### src/rtl/aes_pkg.sv
// Shared AES byte-level constants and GF(2^8) helpers used by the S-box
// datapath: field multiply plus the forward and inverse affine transforms.
package aes_pkg;

  typedef logic [7:0] byte_t;

  localparam byte_t AES_POLY      = 8'h1B;
  localparam byte_t SBOX_AFFINE_C = 8'h63;
  localparam byte_t INV_AFFINE_C  = 8'h05;

  // Shift-and-add multiply; reduction folds x^8 back in as AES_POLY.
  function automatic byte_t gf_mul(input byte_t a, input byte_t b);
    byte_t p;
    byte_t x;
    p = 8'h00;
    x = a;
    for (int i = 0; i < 8; i++) begin
      if (b[i]) p = p ^ x;
      x = x[7] ? ({x[6:0], 1'b0} ^ AES_POLY) : {x[6:0], 1'b0};
    end
    return p;
  endfunction

  function automatic byte_t gf_sq(input byte_t a);
    return gf_mul(a, a);
  endfunction

  // Bit i of {b[k-1:0], b[7:k]} is b[(i+k)%8], so each term is one rotation.
  function automatic byte_t affine(input byte_t b);
    return b
         ^ {b[3:0], b[7:4]}
         ^ {b[4:0], b[7:5]}
         ^ {b[5:0], b[7:6]}
         ^ {b[6:0], b[7]}
         ^ SBOX_AFFINE_C;
  endfunction

  function automatic byte_t inv_affine(input byte_t b);
    return {b[1:0], b[7:2]}
         ^ {b[4:0], b[7:5]}
         ^ {b[6:0], b[7]}
         ^ INV_AFFINE_C;
  endfunction

endpackage

### src/rtl/aes_sbox_if.sv
// Byte-stream port bundle for one S-box lane: qualified input byte in,
// qualified substituted byte out.
interface aes_sbox_if;
  import aes_pkg::*;

  logic  in_valid;
  byte_t in;
  logic  out_valid;
  byte_t out;

  modport master (output in_valid, output in, input out_valid, input out);
  modport slave  (input in_valid, input in, output out_valid, output out);

endinterface

### src/rtl/aes_sbox_gf256_inv.sv
// Combinational multiplicative inverse in GF(2^8) mod 0x11B, computed as
// a^254; zero maps to zero without a special case.
module gf256_inv
  import aes_pkg::*;
(
  input  byte_t a,
  output byte_t y
);

  byte_t a2, a4, a8, a16, a32, a64, a128;
  byte_t p0, p1, p2, p3, p4;

  // Repeated squaring gives a^(2^k); multiplying k=1..7 sums exponents to 254.
  assign a2   = gf_sq(a);
  assign a4   = gf_sq(a2);
  assign a8   = gf_sq(a4);
  assign a16  = gf_sq(a8);
  assign a32  = gf_sq(a16);
  assign a64  = gf_sq(a32);
  assign a128 = gf_sq(a64);

  assign p0 = gf_mul(a2, a4);
  assign p1 = gf_mul(a8, a16);
  assign p2 = gf_mul(a32, a64);
  assign p3 = gf_mul(p0, p1);
  assign p4 = gf_mul(p2, a128);
  assign y  = gf_mul(p3, p4);

endmodule

### src/rtl/aes_sbox.sv
// Registered AES S-box lane: forward (Affine after Inv) or inverse
// (Inv after InvAffine) substitution with one-cycle latency.
module aes_sbox
  import aes_pkg::*;
#(
  parameter bit INVERSE = 1'b0
) (
  input logic        clk,
  input logic        rst_n,
  aes_sbox_if.slave  bus
);

  byte_t inv_in;
  byte_t inv_out;
  byte_t sub_byte;

  gf256_inv u_inv (
    .a (inv_in),
    .y (inv_out)
  );

  // The affine step sits before the inverse for decryption, after it for encryption.
  generate
    if (INVERSE) begin : g_inverse
      assign inv_in   = inv_affine(bus.in);
      assign sub_byte = inv_out;
    end else begin : g_forward
      assign inv_in   = bus.in;
      assign sub_byte = affine(inv_out);
    end
  endgenerate

  // out only loads on a qualified byte, so idle cycles hold the last result.
  always_ff @(posedge clk) begin
    if (!rst_n) begin
      bus.out       <= 8'h00;
      bus.out_valid <= 1'b0;
    end else begin
      bus.out_valid <= bus.in_valid;
      if (bus.in_valid) bus.out <= sub_byte;
    end
  end

endmodule

### src/flat_wrapper.sv
// flat-port wrapper written by rule: the top's interface ports become plain ports
module aes_sbox_flat import aes_pkg::*;
#(
  parameter bit INVERSE = 1'b0
)
  (clk, rst_n, bus_in_valid, bus_in, bus_out_valid, bus_out);
  aes_sbox_if bus_i ();
  input logic clk;
  input logic rst_n;
  input wire logic [$bits(bus_i.in_valid)-1:0] bus_in_valid;
  input wire logic [$bits(bus_i.in)-1:0] bus_in;
  output wire logic [$bits(bus_i.out_valid)-1:0] bus_out_valid;
  output wire logic [$bits(bus_i.out)-1:0] bus_out;
  assign bus_i.in_valid = bus_in_valid;
  assign bus_i.in = bus_in;
  assign bus_out_valid = bus_i.out_valid;
  assign bus_out = bus_i.out;
  aes_sbox #(.INVERSE(INVERSE)) u_core (.clk(clk), .rst_n(rst_n), .bus(bus_i));
endmodule
### config.mk
export PLATFORM = sky130hd
export DESIGN_NAME = aes_sbox_flat
export DESIGN_NICKNAME = d
export VERILOG_FILES = /design/src/rtl/aes_pkg.sv /design/src/rtl/aes_sbox_if.sv /design/src/rtl/aes_sbox_gf256_inv.sv /design/src/rtl/aes_sbox.sv /design/src/flat_wrapper.sv
export SDC_FILE = /design/constraint.sdc
export NUM_CORES = 1
export LEC_CHECK = 0
export ABC_AREA = 1
export CORE_UTILIZATION = 52
export DETAILED_ROUTE_END_ITERATION = 8
export MAX_ROUTING_LAYER = met4
export PLACE_DENSITY = 0.68
export SLEW_MARGIN = 15
export SYNTH_ARGS = -nofsm -noshare
export SYNTH_HDL_FRONTEND = slang
export SYNTH_HIERARCHICAL = 1
export SYNTH_SLANG_ARGS = --single-unit
### constraint.sdc
create_clock -name clk -period 18.67 [get_ports clk]
set_input_delay 3.734 -clock clk [delete_from_list [all_inputs] [get_ports clk]]
set_output_delay 3.734 -clock clk [all_outputs]
set_load 0.005 [all_outputs]
==> flow_summary.ini, run 1 <==
[setup_path]
cp_slowest_cell = clkdlybuf4s50_1
criticalPathCategory = in2reg
start_kind = input pin
endpoint_kind = flop
cp.arrival_ps = 17380
slowest_delay_ps = 520
crit_required_ps = 18800
r2r_cells = 3
cp_common_cell = nand2_1
crit_fanout = 24

[floorplanning]
die_area_mm2 = 0.03775
rows = 70
core_area_mm2 = 0.03652
initial_core_util_pct = 52.64
ios = 20
die_width_um = 194.3
die_h_um = 194.3

[detailed_routing]
postRouteAntennaNets = 0
drt-total-wl_um = 62030
firstDrtPassIters = 8
via_per_inst = 5.390
num_vias = 24366
wl_per_cell_um = 13.72
drt-initial-drc-count = 2131
drc = 0

[yosys]
synth_top_family_by_area = simple AND/OR/NAND/NOR gates
synth_xor_area_share_pct = 12.32
syn_inst = 4068
yosys_warnings = 6
synth_compound_area_share_pct = 1.640
ys.flop_type = dfxtp_1
synth_nets = 4086
muxShareOfSynthArea_pct = 0
netlist_area_mm2 = 0.01923
synth-seq-cells = 9
syn_area_per_cell_um2 = 4.726
synth_cell_types = 41
synth_fa_ha_area_share_pct = 0.4555
async_flop_share_pct = 0
seq_area_frac_synth_pct = 0.9371
synth-simple-area-share_pct = 70.83
synth_edf_count = 0

[cts]
clk_pin_slew_ps = 40
clk_path_buf_depth = 2
cts.htree.levels = 1
clock_latency_ps = 230
cts_sinks = 9
cts-root-buf = clkbuf_16
cts_tree = done
cts-buffers-inserted = 3
post_cts_buffers = 0

[layout]
n_antenna_cell = 0
stdcell_area_mm2 = 0.01992
areaGrowthSynthToFinish_pct = 3.612
ff_latch_area_um2 = 180.2
final_nets = 4072
layout-drive-gt1-share_pct = 9.894
final_util_pct = 54.55
fill_cells = 4037
multi_input_area_mm2 = 0.01649

[sta]
setup_viol = 0
slew_violations = 0
max_freq_mhz = 57.96
tightest_slew_ps = 861.0
max_slew_margin_pct = 42.41
hold_violations = 0
timing.final.crit_share_pct = 92.42
postLayoutSetupSlackWorst_ps = 1416
finalCriticalPeriod_ps = 17250
fin_setup_tns_ps = 0
finClkSkew_ps = 0

[worst_hold_path]
hold_class = reg2reg
whs_path_depth = 4

[placed_design]
numPortBuffers = 19
place.gp.congestion = 1.040
placed_area_mm2 = 0.01972
hpwlAfterDp_um = 49990
dp_slack_ps = 1065

[global_route]
grt_use_total_pct = 32.83
grt_max_degree = 25
grt_antenna_before_repair = 0
grt_pass1_wl_um = 102400
grt_pass1_vias = 21345
overflow = 0

[run]
cap_violations = 0

[outcome]
run_status = completed
-- layer usage --
| metal | part of all wire, % | global-route usage, % | vias up |
|---|---|---|---|
| met2 | 46 | 55.89 | 1004 |
| li1 | - | - | 12598 |
| met4 | 4.3 | 13.29 | 0 |
| met3 | 7.4 | 1.978 | 176 |
| met1 | 42 | 40.33 | 10588 |
| met5 | 0 | - | - |
-- logic make-up (layout without fill, tap and decap cells) --
| group | after synthesis | count (layout) |
|---|---|---|
| and+or+nand+nor | 3122 | 3122 |
| AOI/OAI and AO/OA | 56 | 56 |
| xor gates and xnor gates | 264 | 264 |
| DFF | 9 | 9 |
| adders and majority gates | 7 | 7 |
| buffers and inverters | 610 | 595 |
-- state kept, by name, summed over array words and instances (netlist names) --
signal                flops
u_core/bus.out            8
u_core/bus.out_valid      1
-- placed cells by master (no fill, tap or decap), drive strengths merged --
| cell | netlist | layout |
|---|---|---|
| nand3 | 788 | 788 |
| dlymetal6s2s | 0 | 4 |
| o21ai | 33 | 33 |
| nand3b | 24 | 24 |
| clkdlybuf4s50 | 0 | 15 |
| clkinv | 18 | 20 |
| clkbuf | 7 | 4 |
| nand2b | 1 | 1 |
| a21oi | 12 | 12 |
| o21bai | 7 | 7 |
| nand2 | 2000 | 2000 |
| buf | 89 | 58 |
| inv | 496 | 494 |
| ha | 7 | 7 |
| nand4 | 24 | 24 |
| dfxtp | 9 | 9 |
| o211ai | 2 | 2 |
| nor2 | 282 | 282 |
| o21a | 1 | 1 |
| or2 | 3 | 3 |
| xor2 | 193 | 193 |
| xnor2 | 71 | 71 |
| a21o | 1 | 1 |
-- through the flow --
stage / std cells / hold WS [ps]
2_1_floorplan: 4068 / 516.1
3_3_place_gp: 4517 / 517.3
3_5_place_dp: 4517 / 517.8
5_1_grt: 4521 / 558.5
6_report: 4521 / 527.4
4_1_cts: 4521 / 525.9
-- area by class of cell --
type	instances	share of cell area (%)
multi-input combinational	3449	82.76
inverter	514	9.791
timing repair buffer	77	3.209
tap	468	2.939
sequential	9	0.9044
clock buffer	4	0.3957
-- synthesized netlist by cell type (all sizes together) (9+ instances only) --
library cell / count / share of area (%)
a21oi: 12 / 0.33
buf: 89 / 3.6
clkinv: 18 / 0.35
dfxtp: 9 / 0.94
inv: 496 / 9.7
nand2: 2000 / 42
nand3: 788 / 21
nand3b: 24 / 0.94
nand4: 24 / 0.78
nor2: 282 / 5.7
o21ai: 33 / 0.86
xnor2: 71 / 3.3
xor2: 193 / 9.0
-- path summary, 6_finish.rpt --
| path | startpoint | end | slack [ps] |
|---|---|---|---|
| worst max-delay path | bus_in[7] | u_core/bus.out[7]$_SDFFE_PN0P_ | 1420 |
| worst min-delay path | u_core/bus.out[5]$_SDFFE_PN0P_ | u_core/bus.out[5]$_SDFFE_PN0P_ | 530 |
| worst max register to register | u_core/bus.out[2]$_SDFFE_PN0P_ | u_core/bus.out[2]$_SDFFE_PN0P_ | 17980 |
| worst min register to register | u_core/bus.out[5]$_SDFFE_PN0P_ | u_core/bus.out[5]$_SDFFE_PN0P_ | 530 |
-- timing repair --
action / CTS / global route
gates resized for setup: 0 / 28
endpoints found under the setup margin: 0 / 8
hold buffers: 0 / 0
-- critical path, delay by kind of cell --
family	cells	cell delay (ps)
adder cells (fa/ha/maj)	4	1450
buffers and inverters	20	2780
XOR/XNOR	4	840
AND/OR/NAND/NOR	72	8510
Power of run 1 is left out: the tool's default activity adds up to more than one toggle a clock period on the data nets, which glitch-free logic cannot reach.
==> run 2: changes to the inputs <==
--- a/config.mk
+++ b/config.mk
@@ -6,11 +6,11 @@
 export NUM_CORES = 1
 export LEC_CHECK = 0
 export ABC_AREA = 1
+export CORE_MARGIN = 2
 export CORE_UTILIZATION = 52
 export DETAILED_ROUTE_END_ITERATION = 8
 export MAX_ROUTING_LAYER = met4
 export PLACE_DENSITY = 0.68
-export SLEW_MARGIN = 15
 export SYNTH_ARGS = -nofsm -noshare
 export SYNTH_HDL_FRONTEND = slang
 export SYNTH_HIERARCHICAL = 1
==> run 2 against run 1 <==
  * Via count fell by 1.4%
  * Worst setup slack improved by 99 ps
  * Die area rose by 2.1%
  * Non-clock buffer count fell by 19
  * Final cell count fell by 0.42%
  * First-iteration DRC count rose by 3.4%
  * Count of clock-buffer cells in the layout did not move
  * Clock skew did not move
  * Flip-flop and latch count did not move
==> flow_summary.ini, run 2 (synthesis gave the netlist of run 1 again) <==
[outcome]
run_status = completed

[cts]
clk_pin_slew_ps = 40
cts-buffers-inserted = 3
clock_latency_ps = 230
cts.htree.levels = 1
cts_tree = done
cts_sinks = 9
clk_path_buf_depth = 2
cts-root-buf = clkbuf_16
cts-hold-fix-buffers = 0

[floorplanning]
die_area_mm2 = 0.03853
die_h_um = 196.3
rows = 70
ios = 20
die_width_um = 196.3
initial_core_util_pct = 52.64
core_area_mm2 = 0.03652

[worst_hold_path]
hp-start = u_core/bus.out[4]$_SDFFE_PN0P_
hold_class = reg2reg

[detailed_routing]
num_vias = 24034
postRouteAntennaNets = 0
wl_per_cell_um = 13.14
drc = 0
drt-initial-drc-count = 2204
firstDrtPassIters = 6
via_per_inst = 5.339
drt-total-wl_um = 59170

[global_route]
grt_use_total_pct = 30.73
overflow = 0
grt_antenna_before_repair = 0
grt_max_degree = 24
grt_pass1_wl_um = 98160
grt_pass1_vias = 20589

[sta]
timing.hold.ws_ps = 522.3
setup_viol = 0
slew_violations = 0
rsz0062_at_grt = no
finClkSkew_ps = 0
finalCriticalPeriod_ps = 17160
timing.final.crit_share_pct = 91.89
max_freq_mhz = 58.29
tightest_slew_ps = 811.0
max_slew_margin_pct = 45.75
fin_setup_tns_ps = 0
hold_violations = 0

[layout]
stdcell_count = 4502
final_nets = 4053
largestRegisters = u_core/bus.out: 8 flops, u_core/bus.out_valid: 1 flops
layout-drive-gt1-share_pct = 9.420
top_register = u_core/bus.out
n_antenna_cell = 0
final_common_cell = nand2_1
final_util_pct = 53.98
largest_reg_flops = 8
final_cell_mix = nand2_1 (1817), nand3_1 (756), inv_1 (393), nor2_1 (273), xor2_1 (188)
areaGrowthSynthToFinish_pct = 2.544

[placed_design]
place_inst = 4497
numPortBuffers = 19
place.gp.congestion = 1.006
hpwlAfterDp_um = 47790

[setup_path]
cp-startpoint = bus_in[0]
endpoint_kind = flop
cp.arrival_ps = 17280
reg2reg_from = u_core/bus.out[2]$_SDFFE_PN0P_
start_kind = input pin
crit_required_ps = 18800
cp_slowest_cell = clkdlybuf4s50_1
criticalPathCategory = in2reg
crit_fanout = 20
cp_common_cell = nand2_1
slowest_delay_ps = 530

[run]
cap_violations = 0
==> run 2: metal layers <==
layer | GRT usage, % | vias to the layer above | routed length [um] | part of all wire [%]
li1 | - | 12532 | - | -
met1 | 41.25 | 10434 | 26580 | 45
met2 | 49.91 | 942 | 26560 | 45
met3 | 2.063 | 126 | 4558 | 7.7
met4 | 8.165 | 0 | 1467 | 2.5
met5 | - | - | 0 | 0
==> run 2: path summary, 6_finish.rpt <==
path	end	slack (ps)	cells after the start
max reg2reg	u_core/bus.out[2]$_SDFFE_PN0P_	18000	3
min reg2reg	u_core/bus.out[4]$_SDFFE_PN0P_	520	4
min	u_core/bus.out[4]$_SDFFE_PN0P_	520	4
max	u_core/bus.out[7]$_SDFFE_PN0P_	1510	104
==> run 2: repair_timing <==
action,CTS,global route
setup endpoints to repair,0,8
resized for setup,0,18
endpoints found under the hold margin,0,0
buffers inserted,0,1
==> run 2: critical path: cells and delay by family <==
| kind | cells | cell delay (ps) |
|---|---|---|
| xor+xnor | 3 | 520 |
| simple gates | 74 | 8330 |
| fa+ha+maj | 5 | 1780 |
| buf+inv | 22 | 2880 |
==> run 2: per-stage QoR <==
step	instance area [um^2]	worst slack [ps]
floorplan	19230	3164
finish	19720	1515
global route	19720	25.73
CTS	19650	1395
global placement	19570	1450
detailed placement	19570	1178
==> run 2: cell type report <==
type	instances	area, um^2
Multi-Input combinational cell	3449	16440
Fill cell	4047	16810
Tap cell	468	585.6
Clock buffer	4	78.83
Timing Repair Buffer	58	483.0
Inverter	514	1949
Sequential cell	9	180.2
Power of run 2 is left out for the same reason.
